**config.mk**
```make
export PLATFORM = sky130hd
export DESIGN_NAME = opb_register_ppc2simulink_sc
export DESIGN_NICKNAME = d
export VERILOG_FILES = /design/src/rtl/opb_reg_pkg.sv /design/src/rtl/opb_slave_ack_fsm.sv /design/src/rtl/opb_register_ppc2simulink_sc.sv
export SDC_FILE = /design/constraint.sdc
export NUM_CORES = 1
export LEC_CHECK = 0
export BUFFER_PORTS_ARGS = -buffer_cell sky130_fd_sc_hd__clkbuf_2
export CAP_MARGIN = 20
export CORE_ASPECT_RATIO = 0.9
export CORE_MARGIN = 8
export CORE_UTILIZATION = 45
export DETAILED_ROUTE_END_ITERATION = 8
export PLACE_DENSITY = 0.8
export SLEW_MARGIN = 20
export SYNTH_ARGS = -nofsm -noshare
export SYNTH_HDL_FRONTEND = slang
export SYNTH_SLANG_ARGS = --single-unit
```
**constraint.sdc**
```tcl
create_clock -name OPB_Clk -period 3.7 [get_ports OPB_Clk]
set_input_delay 0 -clock OPB_Clk [delete_from_list [all_inputs] [get_ports OPB_Clk]]
set_output_delay 0 -clock OPB_Clk [all_outputs]
set_load 0.01 [all_outputs]
```
**src/rtl/opb_reg_pkg.sv**
```systemverilog
// Shared definitions for the OPB slave register family: ack FSM states,
// word offsets inside the decoded window, counter width and byte-lane merge.
package opb_reg_pkg;

  typedef enum logic [1:0] {
    ST_IDLE = 2'd0,
    ST_ACK  = 2'd1,
    ST_GAP  = 2'd2
  } ack_state_e;

  localparam logic [31:0] WORD_DATA = 32'd0;
  localparam logic [31:0] WORD_AUX  = 32'd1;
  localparam int          CNT_W     = 16;

  // Merge new data into old data per byte lane; be[3] is the most significant
  // byte, which on the big-endian OPB bus is BE[0] / DBus[0:7].
  function automatic logic [31:0] be_merge(input logic [31:0] old_v,
                                           input logic [31:0] new_v,
                                           input logic [3:0]  be);
    logic [31:0] r;
    r = old_v;
    for (int b = 0; b < 4; b++)
      if (be[b]) r[8*b +: 8] = new_v[8*b +: 8];
    return r;
  endfunction

endpackage

```
**src/rtl/opb_slave_ack_fsm.sv**
```systemverilog
// Address decode and IDLE -> ACK -> GAP handshake for a simple OPB slave.
// accept marks the single edge at which a transfer is taken; xfer_ack is
// registered and high for exactly one cycle afterwards.
module opb_slave_ack_fsm
  import opb_reg_pkg::*;
#(
  parameter logic [31:0] C_BASEADDR = 32'h01004900,
  parameter logic [31:0] C_HIGHADDR = 32'h010049FF
) (
  input  logic        clk,
  input  logic        rst,
  input  logic        select,
  input  logic [31:0] addr,
  output logic        accept,
  output logic        xfer_ack,
  output logic [31:0] word
);

  ack_state_e state;
  logic       hit;

  assign hit    = select && (addr >= C_BASEADDR) && (addr <= C_HIGHADDR);
  assign accept = !rst && (state == ST_IDLE) && hit;
  assign word   = (addr - C_BASEADDR) >> 2;

  // Handshake sequencer; GAP ignores select so acks are never back-to-back.
  always_ff @(posedge clk) begin
    if (rst) begin
      state    <= ST_IDLE;
      xfer_ack <= 1'b0;
    end else begin
      case (state)
        ST_IDLE: begin
          xfer_ack <= hit;
          state    <= hit ? ST_ACK : ST_IDLE;
        end
        ST_ACK: begin
          xfer_ack <= 1'b0;
          state    <= ST_GAP;
        end
        default: begin
          xfer_ack <= 1'b0;
          state    <= ST_IDLE;
        end
      endcase
    end
  end

endmodule

```
**src/rtl/opb_register_ppc2simulink_sc.sv**
```systemverilog
// OPB-writable register exported to fabric (PPC -> Simulink direction).
// Word 0 is the data register; word 1 is the optional write counter enabled
// by macro OPB_P2S_WRCOUNT_EN (reads 0 and ignores writes when undefined).
module opb_register_ppc2simulink_sc
  import opb_reg_pkg::*;
#(
  parameter logic [31:0] C_BASEADDR    = 32'h01004900,
  parameter logic [31:0] C_HIGHADDR    = 32'h010049FF,
  parameter int          C_OPB_AWIDTH  = 32,
  parameter int          C_OPB_DWIDTH  = 32,
  parameter string       C_FAMILY      = "virtex5",
  parameter logic [31:0] C_RESET_VALUE = 32'h0
) (
  input  logic                    OPB_Clk,
  input  logic                    OPB_Rst,
  input  logic [0:C_OPB_AWIDTH-1] OPB_ABus,
  input  logic [0:3]              OPB_BE,
  input  logic [0:C_OPB_DWIDTH-1] OPB_DBus,
  input  logic                    OPB_RNW,
  input  logic                    OPB_select,
  input  logic                    OPB_seqAddr,
  output logic [0:C_OPB_DWIDTH-1] Sl_DBus,
  output logic                    Sl_xferAck,
  output logic                    Sl_errAck,
  output logic                    Sl_retry,
  output logic                    Sl_toutSup,
  output logic [31:0]             user_data_out,
  output logic                    user_data_valid
);

  localparam bit unused_family = (C_FAMILY != "");

  logic        accept, rd_hit, wr_data, wr_aux;
  logic [31:0] word, data_q, aux_v, rd_v, dbus_v;
  logic [3:0]  be_v;
  logic        unused_ok;

  // Bus bit 0 is the MSB, so plain assignment maps OPB bit 0 to user bit 31.
  assign dbus_v    = OPB_DBus;
  assign be_v      = OPB_BE;
  assign unused_ok = &{1'b1, OPB_seqAddr};

  opb_slave_ack_fsm #(
    .C_BASEADDR (C_BASEADDR),
    .C_HIGHADDR (C_HIGHADDR)
  ) u_fsm (
    .clk      (OPB_Clk),
    .rst      (OPB_Rst),
    .select   (OPB_select),
    .addr     (OPB_ABus),
    .accept   (accept),
    .xfer_ack (Sl_xferAck),
    .word     (word)
  );

  assign rd_hit  = accept && OPB_RNW;
  assign wr_data = accept && !OPB_RNW && (word == WORD_DATA);
  assign wr_aux  = accept && !OPB_RNW && (word == WORD_AUX);

  // Data register commits at the edge entering ACK so the new value and the
  // valid pulse appear together in the ACK cycle.
  always_ff @(posedge OPB_Clk) begin
    if (OPB_Rst) begin
      data_q          <= C_RESET_VALUE;
      user_data_valid <= 1'b0;
    end else begin
      user_data_valid <= wr_data;
      if (wr_data) data_q <= be_merge(data_q, dbus_v, be_v);
    end
  end

`ifdef OPB_P2S_WRCOUNT_EN
  logic [CNT_W-1:0] wr_count;

  // Counts word-0 commits, wraps naturally; any word-1 write clears it.
  always_ff @(posedge OPB_Clk) begin
    if (OPB_Rst)      wr_count <= '0;
    else if (wr_aux)  wr_count <= '0;
    else if (wr_data) wr_count <= wr_count + 1'b1;
  end

  assign aux_v = {{(32-CNT_W){1'b0}}, wr_count};
`else
  assign aux_v = {31'b0, wr_aux & 1'b0};
`endif

  assign rd_v = (word == WORD_DATA) ? data_q :
                (word == WORD_AUX)  ? aux_v  : 32'h0;

  // Read data is registered and only non-zero in the ACK cycle (OR-bus).
  always_ff @(posedge OPB_Clk) begin
    if (OPB_Rst)     Sl_DBus <= '0;
    else if (rd_hit) Sl_DBus <= rd_v;
    else             Sl_DBus <= '0;
  end

  assign Sl_errAck     = 1'b0;
  assign Sl_retry      = 1'b0;
  assign Sl_toutSup    = 1'b0;
  assign user_data_out = data_q;

endmodule

```
==> run_results.csv <==
group,metric,value,unit
logic_synthesis,synth-seq-cells,68,
pwr,power.total,1.562,mW
detailed_routing,antenna_violating_nets_post_route,0,
logic_synthesis,synthesis.yosys.warnings,0,
logic_synthesis,mappedNetlistArea,2685,sq um
cts,post-cts-setup-buffer-count,0,
detailed_routing,wirelength,7.594,mm
critical_path,timing.critical_path.arrival,2.63,ns
cts,cts_tree,"built",
global_routing,overflow,0,
logic_synthesis,yosys.area.top_type,"sky130_fd_sc_hd__dfxtp_1",
finish,fraction_of_layout_cells_with_a_size_suffix_above_1,38.97,%
pwr,total_leakage_power,2.051,nW
pwr,power_density,391.8,nW/um^2
cts,cts_max_level,3,
sta,worst_pin_slew,0.6620,ns
critical_path,timing_worst_setup_path_type,"reg2reg",
logic_synthesis,ys_top_cells_by_count,"sky130_fd_sc_hd__dfxtp_1, sky130_fd_sc_hd__nand2b_1, sky130_fd_sc_hd__and2_1, sky130_fd_sc_hd__mux2i_1, sky130_fd_sc_hd__clkbuf_1",
logic_synthesis,synth.yosys.seq_area_share,50.70,%
critical_path,worstPathRequired,3.98,ns
cts,path_clk_slew,0.07,ns
global_routing,grtUsageTotal,17.43,%
die,die_outline_area,8698,sq um
detailed_routing,drt_iter0_drc,50,
job,max_cap_viol_count,0,
detailed_routing,first_pass_iters,4,
global_routing,maximum_number_of_pins_on_one_net_before_global_route_repair,65,
sta,final-max-slew-violation-count,0,
placed_design,io_buffer_count,137,
die,io_pins,142,
cts,root_buffer_cell,"sky130_fd_sc_hd__clkbuf_8",
sta,timing.final.crit_share,63.49,%
sta,finalWorstSetupSlack,1.351,ns
run_status,run_status,"finished clean",
sta,period_needed,2.349,ns
logic_synthesis,postSynthCellCount,248,
placed_design,dpl.hpwl,5.399,mm
global_routing,antenna_violations_before_repair,0,
pwr,ir_worst_vdd,0.2807,mV
critical_path,critPathLaunchType,"flop",
sta,finalHoldViolations,0,
sta,rsz_0062_raised_after_global_routing,"false",
finish,final_design_area_no_fill,3986,sq um
logic_synthesis,synth_cell_types,28,
worst_hold_path,min_path_type,"in2reg",
detailed_routing,via_per_inst,4.683,
logic_synthesis,synthMostInstantiatedCell,"sky130_fd_sc_hd__dfxtp_1",
die,fp.dieW,97.43,um
sta,max_slew_margin,55.53,%
detailed_routing,remaining_drc_errors,0,
cts,cts-buffers-inserted,9,
placed_design,gp_congestion,0.7821,
detailed_routing,post_drt_wl_per_cell,15.31,um
logic_synthesis,synth.top_cells.by_area,"sky130_fd_sc_hd__dfxtp_1, sky130_fd_sc_hd__nand2b_1, sky130_fd_sc_hd__mux2i_1, sky130_fd_sc_hd__and2_1, sky130_fd_sc_hd__nand2_4",
logic_synthesis,postSynth.topFlopCell,"sky130_fd_sc_hd__dfxtp_1",
die,die-height,89.28,um
die,std_cell_rows,26,
die,initial_cell_density_of_the_core,46.90,%
sta,worst_clock_skew,0.007413,ns
finish,final_core_occ,69.62,%
finish,design.final.nets,495,
finish,num_antenna_cells,0,
sta,setup-tns-final,0,ns
critical_path,crit_fanout,21,
logic_synthesis,number_of_synthesized_flops_with_an_enable_pin,0,
global_routing,grt_first_pass_wirelength,12.02,mm
sta,maxClockFrequency,425.7,MHz
logic_synthesis,yosysTopAreaCellShare,50.70,%
placed_design,place_ws,1.366,ns
detailed_routing,vias,2323,
global_routing,grt_pass1_vias,2518,
critical_path,critical_path.endpoint_type,"flop",
placed_design,placedInstanceArea,3398,sq um
finish,area_delta_synth_final,48.46,%
die,core_region_area,5725,sq um
cts,clock-sinks,68,
cts,insertion_delay,0.34,ns
cts,ctsLongestPathBuffers,2,
logic_synthesis,async_set_or_reset_register_ratio_after_synthesis,0,%
sta,timing.final.setup_violations,0,
logic_synthesis,syn_avg_cell_area,10.83,sq um
flip-flops by register name (all words and copies together) (netlist names):
register,flops
Sl_DBus,32
u_fsm.state,2
u_fsm.xfer_ack,1
user_data_out,32
user_data_valid,1
cells by family after synthesis:
group | after synthesis | synth area share (%)
AOI/OAI and AO/OA | 3 | 0.6056
buffers and inverters | 13 | 3.076
DFF | 68 | 50.70
muxes | 32 | 11.93
other | 1 | 0.1397
and+or+nand+nor | 131 | 33.55
where the power goes:
group | switching [mW] | total [mW] | leakage, nW | internal [mW]
Clock | 0.276 | 0.720 | 0.112 | 0.445
Combinational | 0.0404 | 0.110 | 1.39 | 0.0698
Sequential | 0.0000000000970 | 0.731 | 0.547 | 0.731
Total | 0.316 | 1.56 | 2.05 | 1.25
worst max-delay path: stages, from the launching register on:
cell,delay [ns]
sky130_fd_sc_hd__dfxtp_1,0.32
sky130_fd_sc_hd__nor4bb_2,0.34
sky130_fd_sc_hd__nand2_1,0.10
sky130_fd_sc_hd__or3_4,0.41
sky130_fd_sc_hd__nor4_4,0.62
sky130_fd_sc_hd__buf_4,0.33
sky130_fd_sc_hd__and2_1,0.16
metrics by stage:
| step | hold slack, ns | std cells |
|---|---|---|
| 2_1_floorplan | 0.1521 | 250 |
| 3_3_place_gp | 0.2415 | 446 |
| 3_5_place_dp | 0.2449 | 446 |
| 4_1_cts | 0.02546 | 496 |
| 5_1_grt | 0.03401 | 496 |
| 6_report | 0.04007 | 496 |
layout by cell type (no fill, tap or decap), types with 2 or more instances in the layout:
| master | netlist | final |
|---|---|---|
| sky130_fd_sc_hd__clkinvlp_4 | 0 | 2 |
| sky130_fd_sc_hd__clkbuf_2 | 0 | 137 |
| sky130_fd_sc_hd__clkbuf_8 | 0 | 9 |
| sky130_fd_sc_hd__nor2_1 | 2 | 2 |
| sky130_fd_sc_hd__nor4b_1 | 2 | 2 |
| sky130_fd_sc_hd__mux2i_1 | 32 | 32 |
| sky130_fd_sc_hd__nor4_2 | 2 | 2 |
| sky130_fd_sc_hd__and2_1 | 33 | 33 |
| sky130_fd_sc_hd__nor4_1 | 2 | 2 |
| sky130_fd_sc_hd__nor4_4 | 2 | 2 |
| sky130_fd_sc_hd__nand3_1 | 2 | 2 |
| sky130_fd_sc_hd__dlygate4sd3_1 | 0 | 35 |
| sky130_fd_sc_hd__nor3_1 | 4 | 4 |
| sky130_fd_sc_hd__nand4b_1 | 2 | 2 |
| sky130_fd_sc_hd__dfxtp_1 | 68 | 68 |
| sky130_fd_sc_hd__nand2b_1 | 64 | 64 |
| sky130_fd_sc_hd__nand2_1 | 3 | 3 |
| sky130_fd_sc_hd__bufinv_16 | 0 | 3 |
| sky130_fd_sc_hd__nand4_1 | 3 | 3 |
| sky130_fd_sc_hd__buf_4 | 3 | 2 |
| sky130_fd_sc_hd__conb_1 | 1 | 3 |
| sky130_fd_sc_hd__nand2_4 | 4 | 4 |
layer usage:
layer / vias up / part of all wire [%] / routed length [um] / global-route usage [%]
met2: 96 / 51 / 3853 / 31.73
li1: 1166 / - / - / -
met3: 12 / 9.4 / 711 / 8.887
met5: - / 0 / 0 / 0
met4: 0 / 1.8 / 133 / 6.456
met1: 1049 / 38 / 2894 / 16.77
final timing paths:
| kind | startpoint | end | slack [ns] | depth (start not counted) |
|---|---|---|---|---|
| worst min-delay path | OPB_BE[0] | user_data_out[27] | 0.04 | 3 |
| worst max register to register | u_fsm.state[0] | Sl_DBus[18] | 1.35 | 6 |
| worst min register to register | user_data_out[25] | Sl_DBus[6] | 0.48 | 1 |
| worst max-delay path | u_fsm.state[0] | Sl_DBus[18] | 1.35 | 6 |
final cells by class:
type / count / area (sq um)
well taps: 70 / 87.58
flip-flops and latches: 68 / 1361
clock buffers: 9 / 123.9
multi-input cells: 169 / 1249
repair buffers: 174 / 1051
fillers: 429 / 1739
clock inverters: 6 / 113.9
what timing repair did:
item                      4_1_cts  5_1_grt
hold endpoints to repair       34        0
hold buffers                   35        0
gates resized for setup         0        0
Power figures use the tool's default switching activity.
